--- config.mk ---
export PLATFORM = sky130hd
export DESIGN_NAME = scale_coord_gen
export DESIGN_NICKNAME = d
export VERILOG_FILES = /design/src/rtl/scale_coord_gen.sv
export SDC_FILE = /design/constraint.sdc
export NUM_CORES = 1
export LEC_CHECK = 0
export BUFFER_PORTS_ARGS = -buffer_cell sky130_fd_sc_hd__clkbuf_2
export CORE_ASPECT_RATIO = 0.9
export CORE_MARGIN = 8
export CORE_UTILIZATION = 50
export DETAILED_ROUTE_END_ITERATION = 10
export PLACE_DENSITY = 0.79
export RECOVER_POWER = 50
export SYNTH_ARGS = -nofsm -noshare
export SYNTH_HDL_FRONTEND = slang
export SYNTH_SLANG_ARGS = --single-unit
--- constraint.sdc ---
create_clock -name clk -period 5.05 [get_ports clk]
set_input_delay 1.01 -clock clk [delete_from_list [all_inputs] [get_ports clk]]
set_output_delay 1.01 -clock clk [all_outputs]
set_load 0.005 [all_outputs]
--- src/rtl/scale_coord_gen.sv ---
// Scaled source-coordinate generator: walks an output raster and emits the
// matching input pixel (integer part plus 1/64 weight) under valid/ready flow control.
module scale_coord_gen #(
  parameter int INPUT_RES_WIDTH  = 11,
  parameter int OUTPUT_RES_WIDTH = 11,
  parameter int SCALE_BITS       = 8
) (
  input  logic                        clk,
  input  logic                        rst,
  input  logic                        inEn,
  input  logic                        iVsyn,
  input  logic [SCALE_BITS-1:0]       kX,
  input  logic [SCALE_BITS-1:0]       kY,
  input  logic [INPUT_RES_WIDTH-1:0]  xBgn,
  input  logic [INPUT_RES_WIDTH-1:0]  xEnd,
  input  logic [INPUT_RES_WIDTH-1:0]  yBgn,
  input  logic [INPUT_RES_WIDTH-1:0]  yEnd,
  input  logic [OUTPUT_RES_WIDTH-1:0] outXRes,
  input  logic [OUTPUT_RES_WIDTH-1:0] outYRes,
  input  logic                        oReady,
  output logic                        oValid,
  output logic [INPUT_RES_WIDTH-1:0]  srcX,
  output logic [INPUT_RES_WIDTH-1:0]  srcY,
  output logic [5:0]                  fracX,
  output logic [5:0]                  fracY,
  output logic                        lineEnd,
  output logic                        frameEnd,
  output logic                        busy
);

  localparam int IW = INPUT_RES_WIDTH;
  localparam int OW = OUTPUT_RES_WIDTH;
  localparam int AW = INPUT_RES_WIDTH + 7;

  typedef enum logic [1:0] {IDLE, ARM, RUN, DONE} state_t;

  state_t                state_q, state_d;
  logic                  iVsynDly_q;
  logic [SCALE_BITS-1:0] kX_q, kX_d, kY_q, kY_d;
  logic [IW-1:0]         xBgn_q, xBgn_d, xEnd_q, xEnd_d;
  logic [IW-1:0]         yBgn_q, yBgn_d, yEnd_q, yEnd_d;
  logic [OW-1:0]         outXRes_q, outXRes_d, outYRes_q, outYRes_d;
  logic [OW-1:0]         outX_q, outX_d, outY_q, outY_d;
  logic [AW-1:0]         accX_q, accX_d, accY_q, accY_d;
  logic                  valid_d;
  logic                  vsEdge, start, xfer;
  logic [IW+5:0]         mapX_d, mapY_d;
  logic                  lineEnd_d;

  // Integer/fraction split of an accumulator, pinned to the crop edge when it runs past it.
  function automatic logic [IW+5:0] mapCoord(input logic [AW-1:0] acc, input logic [IW-1:0] lim);
    logic [IW:0] intPart;
    intPart = acc[AW-1:6];
    if (intPart > {1'b0, lim})
      mapCoord = {lim, 6'd0};
    else
      mapCoord = {intPart[IW-1:0], acc[5:0]};
  endfunction

  assign vsEdge = iVsyn & ~iVsynDly_q;

  always_comb begin
    state_d   = state_q;
    valid_d   = oValid;
    kX_d      = kX_q;
    kY_d      = kY_q;
    xBgn_d    = xBgn_q;
    xEnd_d    = xEnd_q;
    yBgn_d    = yBgn_q;
    yEnd_d    = yEnd_q;
    outXRes_d = outXRes_q;
    outYRes_d = outYRes_q;
    outX_d    = outX_q;
    outY_d    = outY_q;
    accX_d    = accX_q;
    accY_d    = accY_q;
    start     = 1'b0;
    xfer      = 1'b0;

    if (!inEn) begin
      state_d = IDLE;
      valid_d = 1'b0;
    end else begin
      case (state_q)
        IDLE: state_d = ARM;
        ARM:  start = vsEdge;
        RUN: begin
          start = vsEdge;
          xfer  = ~vsEdge & oValid & oReady;
        end
        DONE: begin
          start = vsEdge;
          if (!vsEdge) state_d = ARM;
        end
        default: state_d = IDLE;
      endcase
    end

    if (start) begin
      state_d   = RUN;
      valid_d   = 1'b1;
      kX_d      = (kX == '0) ? SCALE_BITS'(1) : kX;
      kY_d      = (kY == '0) ? SCALE_BITS'(1) : kY;
      xBgn_d    = xBgn;
      xEnd_d    = xEnd;
      yBgn_d    = yBgn;
      yEnd_d    = yEnd;
      outXRes_d = outXRes;
      outYRes_d = outYRes;
      outX_d    = '0;
      outY_d    = '0;
      accX_d    = {1'b0, xBgn, 6'd0};
      accY_d    = {1'b0, yBgn, 6'd0};
    end else if (xfer) begin
      if (outX_q < outXRes_q) begin
        outX_d = outX_q + OW'(1);
        accX_d = accX_q + AW'(kX_q);
      end else if (outY_q < outYRes_q) begin
        outX_d = '0;
        accX_d = {1'b0, xBgn_q, 6'd0};
        outY_d = outY_q + OW'(1);
        accY_d = accY_q + AW'(kY_q);
      end else begin
        state_d = DONE;
        valid_d = 1'b0;
      end
    end

    mapX_d    = mapCoord(accX_d, xEnd_d);
    mapY_d    = mapCoord(accY_d, yEnd_d);
    lineEnd_d = (outX_d == outXRes_d);
  end

  // Outputs are recomputed from next-state values so they stay registered yet line up with the counters.
  always_ff @(posedge clk or negedge rst) begin
    if (!rst) begin
      state_q    <= IDLE;
      iVsynDly_q <= 1'b0;
      kX_q       <= '0;
      kY_q       <= '0;
      xBgn_q     <= '0;
      xEnd_q     <= '0;
      yBgn_q     <= '0;
      yEnd_q     <= '0;
      outXRes_q  <= '0;
      outYRes_q  <= '0;
      outX_q     <= '0;
      outY_q     <= '0;
      accX_q     <= '0;
      accY_q     <= '0;
      oValid     <= 1'b0;
      srcX       <= '0;
      srcY       <= '0;
      fracX      <= '0;
      fracY      <= '0;
      lineEnd    <= 1'b0;
      frameEnd   <= 1'b0;
      busy       <= 1'b0;
    end else begin
      state_q    <= state_d;
      iVsynDly_q <= iVsyn;
      kX_q       <= kX_d;
      kY_q       <= kY_d;
      xBgn_q     <= xBgn_d;
      xEnd_q     <= xEnd_d;
      yBgn_q     <= yBgn_d;
      yEnd_q     <= yEnd_d;
      outXRes_q  <= outXRes_d;
      outYRes_q  <= outYRes_d;
      outX_q     <= outX_d;
      outY_q     <= outY_d;
      accX_q     <= accX_d;
      accY_q     <= accY_d;
      oValid     <= valid_d;
      srcX       <= mapX_d[IW+5:6];
      fracX      <= mapX_d[5:0];
      srcY       <= mapY_d[IW+5:6];
      fracY      <= mapY_d[5:0];
      lineEnd    <= lineEnd_d;
      frameEnd   <= lineEnd_d & (outY_d == outYRes_d);
      busy       <= (state_d != IDLE);
    end
  end

endmodule

==> reports/qor.csv <==
stage,metric,value,unit
pwr,internal power,2.89,mW
synthesis,YS warnings,0,
critical_path,Critical R2R Capture,srcX[5]$_DFF_PN0_,
drt,via count,7978,
pwr,Pleak,5.42,nW
critical_path,Reg2Reg Setup Slack,0.25,ns
placement,GP Congestion,0.910,
cts,clock buffer depth,2,
drt,Routed Wire Length,24900,um
die,row count,48,
synthesis,async set or reset register ratio after synthesis,1.00,
drt,number of routed nets with antenna violations,0,
pwr,combinational power share,0.285,
cts,CTS tree,built,
drt,DR vias/cell,5.68,
pwr,P_sw,1.43,mW
critical_path,CP Launch Type,primary input,
final_layout,Multi-input gate area,0.00492,sq mm
final_layout,share of cells above drive strength 1,0.189,
drt,DR iter-0 viols,710,
timing,final period utilization,0.962,
pwr,sw frac,0.331,
cts,clk slew on worst S/H paths,0.07,ns
global_routing,first-pass GRT wire length,40600,um
timing,RSZ-0062 raised after global routing,no,
timing,minimum clock period,4.86,ns
timing,Fin Hold WS,0.477,ns
die,Die W,161,um
placement,dpl ws,0.0747,ns
timing,Final Skew,0.0105,ns
critical_path,CP Data Arrival Time,5.19,ns
cts,CTS Hold Bufs,0,
critical_path,Worst EP required,5.38,ns
placement,DP Wirelength,18600,um
min_path,hold path start,xBgn_q[2]$_DFFE_PN0P_,
die,starting density of the core,0.502,
die,# IOs,125,
timing,hold violation total from the final report,0,
synthesis,unique cell type count in the Yosys netlist,73,
global_routing,GRT Overall Usage,0.211,
timing,worst-margin pin slew,2.43,ns
cts,CTS root buffer,clkbuf_16,
synthesis,post-synthesis register bit count,170,
pwr,Power Dens Cells,386,mW/mm^2
synthesis,post-synthesis sequential area ratio,0.448,
final_layout,Sequential Area,0.00425,sq mm
synthesis,Synth Area per Inst,9.53,sq um
drt,DRC,0,
final_layout,synth-to-layout area growth,17.8,%
min_path,Worst Hold Endpoint,xBgn_q[2]$_DFFE_PN0P_,
placement,IO buf count,124,
critical_path,Worst setup EP type,flip-flop,
placement,DP Cell Count,1372,
synthesis,syn_nets,1150,
pwr,Seq pwr share,0.410,
synthesis,top cells by area in the synthesized netlist,"dfrtp_1, ha_1, nand2_1",
synthesis,leading area contributor after synthesis,dfrtp_1,
pwr,worst vdd ir,300,uV
cts,CTS Buf Count,17,
drt,per-cell routed wire length,17.8,um
min_path,WHS Path Cells,2,
timing,final worst-path setup slack,0.194,ns
global_routing,pin count of the biggest net entering global routing,99,
cts,clk sinks,170,
critical_path,Worst R2R Path Depth,22,
cts,clk_lat worst skew,0.45,ns
timing,setup TNS,0,ns
global_routing,grt ovf,0,
synthesis,"EDFF count, synth",0,
final_layout,Inserted Diodes,0,
timing,final setup vio count,0,
run_status,failing checks,"capacitance limit, slew limit",
synthesis,mapped cell area,0.00950,sq mm
synthesis,"Top FF cell, synth",dfrtp_1,
critical_path,worst setup path category,primary input to flip-flop,
final_layout,Top Registers,"accX_q x18, accY_q x18",
die,Core Area,0.0189,sq mm
pwr,clock power share,0.305,
synthesis,Post-synth top cells,"dfrtp_1, nand2_1, ha_1, o21ai_0, inv_1",
synthesis,Syn Inst Count,997,
drt,first-pass iteration count of the detailed router,5,
timing,Max Slew Vio Count,132,
flow_run,Max-Cap Viols,2,
cts,H-tree lvl count,4,
die,Die ar.,0.0237,sq mm
synthesis,share of the synthesized area in the top cell type,0.448,
synthesis,most common cell in the synthesized netlist,dfrtp_1,
critical_path,worst r2r src,outYRes_q[5]$_DFF_PN0_,
min_path,worst min-delay path class,flip-flop to flip-flop,
final_layout,Final Net Count,1294,
global_routing,initial antenna violation count,0,
final_layout,end-of-flow core utilization,0.591,
critical_path,CP Max Fanout,12,
timing,slew margin rel.,-0.619,
global_routing,vias in the first global route,8010,
run_status,status,"finished, violations left",
die,Die Ht,147,um
final_layout,layout filler cell count,1609,
final_layout,Layout Cells excl Fill,1404,
timing,Fmax,0.206,GHz
-- worst max path at each step --
stage / slack [ns] / cells past startpoint / start / endpoint
floorplan: 0.01 / 21 / oReady / srcY[6]$_DFF_PN0_
global placement: 0.16 / 19 / inEn / srcX[0]$_DFF_PN0_
detailed placement: 0.07 / 18 / inEn / srcY[5]$_DFF_PN0_
CTS: 0.003 / 20 / kX_q[0]$_DFFE_PN0P_ / srcX[3]$_DFF_PN0_
global route: 0.008 / 22 / kY_q[0]$_DFFE_PN0P_ / srcY[5]$_DFF_PN0_
finish: 0.19 / 19 / iVsyn / srcX[5]$_DFF_PN0_
-- worst max-delay path, cell delays in order --
cell and delay, ns:
clkbuf_2 0.09, nand2b_1 0.10, clkbuf_1 0.19, nor3_1 0.88, buf_4 0.31, nand2_1 0.09
o21ai_0 0.16, ha_1 0.32, nor2b_1 0.13, o21a_1 0.16, o21ai_1 0.16, nand2b_1 0.09
a21oi_1 0.14, o21ai_1 0.10, a2111oi_2 0.39, o21bai_1 0.14, a21oi_2 0.15, buf_4 0.22
mux2_2 0.36
-- through the flow --
step | area, sq um | total power, mW
detailed placement | 10600 | 2.99
global route | 11200 | 4.56
global placement | 10600 | 2.95
floorplan | 9500 | 2.54
CTS | 11200 | 4.34
finish | 11200 | 4.32
-- placed cells by master (no fill, tap or decap), types with 27 or more instances in the layout --
master,Yosys,final
a21oi_1,44,42
inv_1,60,60
buf_4,1,35
clkbuf_1,30,29
nand2_1,159,159
xnor2_1,27,27
nand3_1,35,35
clkbuf_2,0,99
dfrtp_1,170,170
nor2_1,56,56
o21ai_0,64,60
ha_1,64,64
-- logic make-up after synthesis --
logic type / share of synthesized area
simple gates: 0.177
buf+inv: 0.0407
mux: 0.0576
fa+ha+maj: 0.0885
compound gates: 0.148
xor+xnor: 0.0397
flops: 0.448
-- power by group through the flow --
| stage | Sequential, mW | Combinational, mW | Clock [mW] |
|---|---|---|---|
| 2_1_floorplan | 1.77 | 0.772 | 0 |
| 3_3_place_gp | 1.79 | 1.16 | 0 |
| 3_5_place_dp | 1.79 | 1.20 | 0 |
| 4_1_cts | 1.77 | 1.23 | 1.34 |
| 5_1_grt | 1.80 | 1.37 | 1.39 |
| 6_report | 1.77 | 1.23 | 1.32 |
-- per-layer routing --
layer  GRT usage  vias to the layer above  part of all wire
met1       0.294                     3844              0.47
met3      0.0478                       34             0.065
li1            -                     3793                 -
met4      0.0657                        0             0.017
met2       0.320                      307              0.45
met5           0                        -                 0
-- cell type report --
class,count,area share
clock buffers,19,0.0405
well taps,250,0.0280
flip-flops and latches,170,0.380
repair buffers,165,0.0803
inverters,60,0.0201
multi-input cells,727,0.439
clock inverters,13,0.0116
-- timing repair --
action / in CTS / in global routing
pin swaps: 0 / 2
gates resized for setup: 3 / 14
endpoints found under the setup margin: 17 / 34
buffers inserted: 0 / 0
Power figures use the tool's default switching activity.
